$ cat src/rtl/pipelined_multiplier_hs.sv
// Streaming WIDTH x WIDTH multiplier, signed/unsigned per item, valid/ready.
// Optional sideband tag enabled by PIPE_MULT_TAG_EN.
`timescale 1ns/1ps
module pipelined_multiplier_hs #(
    parameter int WIDTH  = 4,
    parameter int STAGES = 3,
    parameter int TAG_W  = 4
) (
    input  logic                 clk,
    input  logic                 rst,
    input  logic                 in_valid,
    output logic                 in_ready,
    input  logic [WIDTH-1:0]     x,
    input  logic [WIDTH-1:0]     y,
    input  logic                 sgn,
    output logic                 out_valid,
    input  logic                 out_ready,
    output logic [2*WIDTH-1:0]   z
`ifdef PIPE_MULT_TAG_EN
    ,
    input  logic [TAG_W-1:0]     tag_in,
    output logic [TAG_W-1:0]     tag_out
`endif
);

    localparam int PW = 2 * WIDTH;
    localparam int R  = (WIDTH + STAGES - 1) / STAGES;

    if (WIDTH < 2 || STAGES < 1 || STAGES > WIDTH || TAG_W < 1) begin : g_param_err
        $error("pipelined_multiplier_hs: illegal parameters");
    end

    logic [STAGES-1:0] r_v;
    logic [STAGES-1:0] w_rdy;
    logic [STAGES-1:0] w_uv;
    logic              r_s    [STAGES];
    logic              w_us   [STAGES];
    logic [WIDTH-1:0]  r_x    [STAGES];
    logic [WIDTH-1:0]  r_y    [STAGES];
    logic [WIDTH-1:0]  w_ux   [STAGES];
    logic [WIDTH-1:0]  w_uy   [STAGES];
    logic [PW-1:0]     r_acc  [STAGES];
    logic [PW-1:0]     w_uacc [STAGES];
    logic [PW-1:0]     w_sum  [STAGES];
`ifdef PIPE_MULT_TAG_EN
    logic [TAG_W-1:0]  r_tag  [STAGES];
    logic [TAG_W-1:0]  w_utag [STAGES];
`endif

    // A stage can load if it or any stage after it is empty, or the sink drains.
    for (genvar k = 0; k < STAGES; k++) begin : g_rdy
        assign w_rdy[k] = out_ready | ~(&r_v[STAGES-1:k]);
    end

    always_comb begin : p_up
        w_uv[0]   = in_valid;
        w_us[0]   = sgn;
        w_ux[0]   = x;
        w_uy[0]   = y;
        w_uacc[0] = '0;
`ifdef PIPE_MULT_TAG_EN
        w_utag[0] = tag_in;
`endif
        for (int k = 1; k < STAGES; k++) begin
            w_uv[k]   = r_v[k-1];
            w_us[k]   = r_s[k-1];
            w_ux[k]   = r_x[k-1];
            w_uy[k]   = r_y[k-1];
            w_uacc[k] = r_acc[k-1];
`ifdef PIPE_MULT_TAG_EN
            w_utag[k] = r_tag[k-1];
`endif
        end
    end

    // Signed mode: sign-extended rows, top row weighs -2^(WIDTH-1) so it is subtracted.
    always_comb begin : p_sum
        logic [PW-1:0] w_row;
        w_row = '0;
        for (int k = 0; k < STAGES; k++) begin
            w_sum[k] = w_uacc[k];
            for (int i = 0; i < WIDTH; i++) begin
                w_row = w_us[k] ? {{WIDTH{w_ux[k][WIDTH-1]}}, w_ux[k]}
                                : {{WIDTH{1'b0}}, w_ux[k]};
                w_row = w_row << i;
                if (i >= k * R && i < (k + 1) * R && w_uy[k][i]) begin
                    if (w_us[k] && i == WIDTH - 1)
                        w_sum[k] = w_sum[k] - w_row;
                    else
                        w_sum[k] = w_sum[k] + w_row;
                end
            end
        end
    end

    always_ff @(posedge clk or posedge rst) begin
        if (rst) begin
            r_v <= '0;
            for (int k = 0; k < STAGES; k++) begin
                r_s[k]   <= 1'b0;
                r_x[k]   <= '0;
                r_y[k]   <= '0;
                r_acc[k] <= '0;
`ifdef PIPE_MULT_TAG_EN
                r_tag[k] <= '0;
`endif
            end
        end else begin
            for (int k = 0; k < STAGES; k++) begin
                if (w_rdy[k]) begin
                    r_v[k]   <= w_uv[k];
                    r_s[k]   <= w_us[k];
                    r_x[k]   <= w_ux[k];
                    r_y[k]   <= w_uy[k];
                    r_acc[k] <= w_sum[k];
`ifdef PIPE_MULT_TAG_EN
                    r_tag[k] <= w_utag[k];
`endif
                end
            end
        end
    end

    assign in_ready  = w_rdy[0];
    assign out_valid = r_v[STAGES-1];
    assign z         = r_acc[STAGES-1];
`ifdef PIPE_MULT_TAG_EN
    assign tag_out   = r_tag[STAGES-1];
`endif

endmodule

$ cat config.mk
export PLATFORM = sky130hd
export DESIGN_NAME = pipelined_multiplier_hs
export DESIGN_NICKNAME = d
export VERILOG_FILES = /design/src/rtl/pipelined_multiplier_hs.sv
export SDC_FILE = /design/constraint.sdc
export NUM_CORES = 1
export LEC_CHECK = 0
export CAP_MARGIN = 20
export CORE_ASPECT_RATIO = 1.5
export CORE_UTILIZATION = 50
export DETAILED_ROUTE_END_ITERATION = 10
export GPL_ROUTABILITY_DRIVEN = 0
export GPL_TIMING_DRIVEN = 0
export PLACE_DENSITY = 0.72
export SLEW_MARGIN = 20
export SYNTH_ARGS = -nofsm -noshare
export SYNTH_HDL_FRONTEND = slang
export SYNTH_SLANG_ARGS = --single-unit
$ cat constraint.sdc
create_clock -name clk -period 3.55 [get_ports clk]
set_clock_uncertainty 0.1 [all_clocks]
set_input_delay 0.71 -clock clk [delete_from_list [all_inputs] [get_ports clk]]
set_output_delay 0.71 -clock clk [all_outputs]
set_load 0.05 [all_outputs]
==> run metrics, run 1 <==
outcome=completed; max incr delay on CP=between 500 and 600 ps; DR vias/cell=5.38; period utilization=between 90 and 100%; Setup crit end kind=output port; CTS Buffer Depth=2; fin crit period=roughly 3300 ps; CTS Buf Count=5; Worst Hold Path Cells=1; syn nets=about 250; largest fanout on the critical path=10; crit-path cells=clkdlybuf4s50_1 -> nor2b_1 -> and3_1 -> inv_1 -> clkbuf_1 -> dlygate4sd2_1; final non-filler cell area=about 0.0025 mm2; PD cells=588 mW/mm2; Final Util=60.6%; die width=around 56 um; Yosys top cell area share=39.0%; Tightest Hold Check Type=flop to flop; final std cells w/o fill=approximately 300; Final Hold Viols=0; TritonRoute pass-1 iters=4; flops & latches, synth=34; fmax=just over 300 MHz; Post-synth EDFFs=0; port bufs=22; clock sink total=34; Post-Syn Area=between 0.002 and 0.0025 mm2; Synth cell types=46; Total GRT Usage=19.3%; most common cell after layout, fill and taps aside=dfrtp_1; core area=between 0.004 and 0.005 mm2; CTS root buf=clkbuf_8; layout cell share with drive strength beyond 1=17.8%; YS warnings=0; routed length per instance=about 13 um; cell count after placement=291; maxcap violations=0; WP depth=6; # IOs=23; Layout area overhead=16.9%; Initial Util=between 50% and 60%; Crit path max-delay family=buffers and inverters; initial antenna violation count=0; HPWL after detailed placement=between 3000 and 4000 um; row count=29; Max VDD drop=roughly 440 uV; GRT overflow=0; Routed Antenna Nets=0; final setup vio count=0; FF-to-FF path depth=11; post-synth top area cell=dfrtp_1; placed cell area=~0.0025 mm2; pin count of the biggest net entering global routing=35; Die Span Y=roughly 83 um; Setup WS pre-CTS=-55.3 ps; DR DRC count=0; htree depth=2; CP required=between 2000 and 3000 ps; total negative slack=0 ps; clk slew on worst S/H paths=about 70 ps; Worst Hold Path EP=r_v[1]$_DFFE_PP0P_; # diodes=0; Main synth FF type=dfrtp_1; hold buffers post-CTS=0; Seq/Total Area, Yosys=between 30% and 40%; CP max stage cell=dlygate4sd2_1; nets=around 280; ys async rst share=100%; buffers and inverters on the worst path=4; worst-margin pin slew=roughly 670 ps; r2r startpoint=r_x[8]$_DFFE_PP0P_; Static Leakage=around 1.2 nW; CTS tree=done; Post-CTS Setup Bufs=0; Worst EP arrival=about 2500 ps; syn_area_per_cell=around 9.8 um2; global-route wire length before repair=about 7000 um; Worst Setup Slack, final=roughly 270 ps; most frequent cells in the layout=dfrtp_1 (34), nand2_1 (31), clkdlybuf4s50_1 (21); post-CTS sizing=1; vias in the first global route=between 1,500 and 2,000; reg-to-reg slack, setup=approximately 360 ps; Clk Latency, worst-skew pair=just under 300 ps; WL final=approximately 3900 um; HP Start=r_v[0]$_DFFE_PP0P_; Pins Over Slew Limit=0; Vias=about 1,600; Detailed Route Iter0 Violations=12; startpoint types=input port; die area=0.00464 mm2; unrepaired setup endpoints after global routing=false; Gate Count Post-Synth=around 220; Synth area leaders=dfrtp_1 (39%), ha_1 (8.0%), mux2_2 (7.2%); r2r endpoint=r_acc[15]$_DFFE_PP0P_; worst rel slew slack=55.6%; critical path type=input port to output port
==> kinds of logic (layout without fill, tap and decap cells) <==
logic type / after synthesis / in the layout / synth area share (%)
AND/OR/NAND/NOR: 68 / 68 / 14.7
AO/OA/AOI/OAI: 47 / 47 / 15.1
flip-flops: 34 / 34 / 39.0
buffers and inverters: 29 / 59 / 7.23
multiplexers: 20 / 20 / 9.98
adder cells (fa/ha/maj): 17 / 17 / 10.8
XOR/XNOR: 8 / 8 / 3.21
==> cells in the mapped netlist, types with 3 or more instances <==
cell and instances:
dfrtp_1 34, nand2_1 31, ha_1 14, mux2_2 14
nor2_1 13, inv_1 12, o21ai_0 12, buf_4 10
a21oi_1 8, xnor2_1 7, mux2i_1 6, nor2b_1 6
a211o_1 4, and2_1 4, o31ai_1 4, a21o_1 3
buf_2 3, fa_1 3
==> layout make-up <==
class                           instances  area (um2)
Clock inverter                          1        5.00
Fill cell                             388        1660
Buffer                                 17         113
Tap cell                               46        57.6
Timing Repair Buffer                   22         219
Clock buffer                            7        86.3
Inverter                               12        45.0
Multi-Input combinational cell        160        1170
Sequential cell                        34         851
==> through the flow <==
| step | total power [mW] | hold WS [ps] |
|---|---|---|
| floorplan | 1.06 | 326 |
| global placement | 1.21 | 349 |
| detailed placement | 1.22 | 355 |
| CTS | 1.52 | 372 |
| global route | 1.60 | 414 |
| finish | 1.50 | 365 |
==> layer usage <==
metal  GRT usage (%)  share of wire [%]
met5               0                  0
met4            12.0                4.5
met3            3.74                2.1
met2            34.3                 55
met1            20.7                 39
==> power breakdown <==
| part | internal, mW | switching, mW | leakage [nW] |
|---|---|---|---|
| combinational | 0.316 | 0.367 | 0.734 |
| clock | 0.156 | 0.132 | 0.0482 |
| sequential | 0.480 | 0.0467 | 0.406 |
==> flip-flops by register name, summed over array words and instances (netlist names) <==
register / count
r_acc: 16
r_x: 4
r_s: 1
z: 8
r_v: 3
r_y: 2
==> worst max-delay path by stage <==
stage                             startpoint                     to  slack (ps)
after floorplan           r_x[8]$_DFFE_PP0P_  r_acc[15]$_DFFE_PP0P_         570
after global placement             out_ready               in_ready         -60
after detailed placement           out_ready               in_ready         -60
after CTS                          out_ready               in_ready         240
after global routing               out_ready               in_ready         140
final                              out_ready               in_ready         270
Note: power is estimated with default switching activity, not from simulation.
==> run 2: changes to the inputs <==
Settings changed: CTS_BUF_LIST set to sky130_fd_sc_hd__clkbuf_4, SLEW_MARGIN 20 to 10.
==> run metrics, run 2 (synthesized netlist as in run 1, its figures left out) <==
outcome=completed; max reg flops=16; combinational share of power=approximately half; fin crit period=3270 ps; Vias=approximately 1,600; CTS Buffer Depth=2; crit-path cells=clkdlybuf4s50_1 -> nor2b_1 -> and3_1 -> inv_1 -> clkbuf_1 -> dlygate4sd2_1; most frequent cells in the layout=dfrtp_1 (34), nand2_1 (31), clkdlybuf4s50_1 (21); Worst EP arrival=2460 ps; Setup crit end kind=output port; TritonRoute pass-1 iters=4; WL final=about 4000 um; startpoint types=input port; routed length per instance=about 13 um; critical path type=input port to output port; Clock power frac=14.8%; FF-to-FF path depth=11; CTS Buf Count=5; cell-internal power=between 0.8 and 0.9 mW; initial antenna violation count=0; CP max stage cell=dlygate4sd2_1; Initial Util=between 50% and 60%; Pins Over Slew Limit=0; die area=around 0.0046 mm2; Max VDD drop=383 uV; GRT overflow=0; htree depth=2; Flop pwr share=36.9%; Final Hold Viols=0; CTS tree=done; max incr delay on CP=between 500 and 600 ps; pin count of the biggest net entering global routing=19; unrepaired setup endpoints after global routing=false; r2r startpoint=r_x[8]$_DFFE_PP0P_; worst rel slew slack=between 50% and 60%; HPWL after detailed placement=~3300 um; Largest Register=r_acc; most common cell after layout, fill and taps aside=dfrtp_1; buffers and inverters on the worst path=4; Static Leakage=about 1.2 nW; Die Span Y=roughly 83 um; Final Util=about three fifths; r2r endpoint=r_acc[15]$_DFFE_PP0P_; # diodes=0; Switch Pwr=~0.55 mW; Layout area overhead=16.4%; # IOs=23; row count=29; HP Start=r_v[0]$_DFFE_PP0P_; final setup vio count=0; core area=0.00421 mm2; PD cells=~560 mW/mm2; Clk Latency, worst-skew pair=340 ps; largest fanout on the critical path=10; critical path startpoint=out_ready; hold buffers post-CTS=0; period utilization=92.2%; Tightest Hold Check Type=flop to flop; FILL cells=385; final std cells w/o fill=300; port bufs=22; clk slew on worst S/H paths=110 ps; hold slack=~380 ps; Worst Hold Path EP=r_v[1]$_DFFE_PP0P_; DR vias/cell=between 5 and 6; nets=roughly 280; Worst Hold Path Cells=1; reg-to-reg slack, setup=roughly 340 ps; maxcap violations=0; DR DRC count=0; Crit path max-delay family=buffers and inverters; worst-margin pin slew=726 ps; clock sink total=34; CTS root buf=clkbuf_4; global-route wire length before repair=between 7000 and 8000 um; CP required=2740 ps; Routed Antenna Nets=0; die width=around 56 um; layout cell share with drive strength beyond 1=between 10% and 20%; Total GRT Usage=about a fifth; switching part of the total=approximately two fifths; vias in the first global route=about 1,600; cell count after placement=between 200 and 300; overall power=about 1.4 mW; Detailed Route Iter0 Violations=21; fmax=slightly above 300 MHz
## run 2: timing repair
| action | in CTS | in global routing |
|---|---|---|
| setup buffers | 0 | 0 |
| resized for setup | 1 | 0 |
| setup endpoints to repair | 1 | 0 |
## run 2: per-stage QoR
stage	setup WS [ps]	setup TNS (ps)	cell area [um2]
detailed placement	-50.8	-50.8	2490
global route	150	0	2540
floorplan	568	0	2180
finish	278	0	2540
global placement	-61.6	-61.6	2460
CTS	249	0	2540
## run 2: cell type report
| type | instances | area [um2] | area share (%) |
|---|---|---|---|
| multi-input combinational | 160 | 1170 | 46.2 |
| sequential | 34 | 851 | 33.5 |
| timing repair buffer | 23 | 246 | 9.71 |
| buffer | 17 | 113 | 4.44 |
| tap | 46 | 57.6 | 2.27 |
| clock buffer | 6 | 45.0 | 1.77 |
| inverter | 12 | 45.0 | 1.77 |
| clock inverter | 2 | 8.76 | 0.345 |
## run 2: power groups by stage
stage                     clock, mW  sequential (mW)  combinational [mW]
after floorplan                   0            0.525               0.533
after global placement            0            0.533               0.678
after detailed placement          0            0.536               0.693
after CTS                     0.216            0.527               0.698
after global routing          0.233            0.540               0.754
final                         0.211            0.526               0.689
## run 2: layer usage
| layer | vias up | wire length [um] | GRT usage [%] |
|---|---|---|---|
| met4 | 0 | 143 | 10.4 |
| met1 | 767 | 1600 | 21.6 |
| met3 | 9 | 78 | 3.89 |
| li1 | 824 | - | - |
| met2 | 23 | 2200 | 35.2 |
| met5 | - | 0 | 0 |
## run 2: worst register-to-register path, cell delays in order, from the launching register on
cell	delay, ps
dfrtp_1	450
ha_1	280
inv_1	80
fa_1	400
mux2_2	280
ha_1	210
fa_1	400
nand2b_1	160
a21oi_1	160
xnor2_1	140
a2111oi_2	400
nor3_2	60
## run 2: how the worst max path moves through the flow
stage                     depth (start not counted)  slack, ps                    end
after floorplan                                  11        570  r_acc[15]$_DFFE_PP0P_
after global placement                            6        -60               in_ready
after detailed placement                          6        -50               in_ready
after CTS                                         6        250               in_ready
after global routing                              6        150               in_ready
final                                             6        280               in_ready
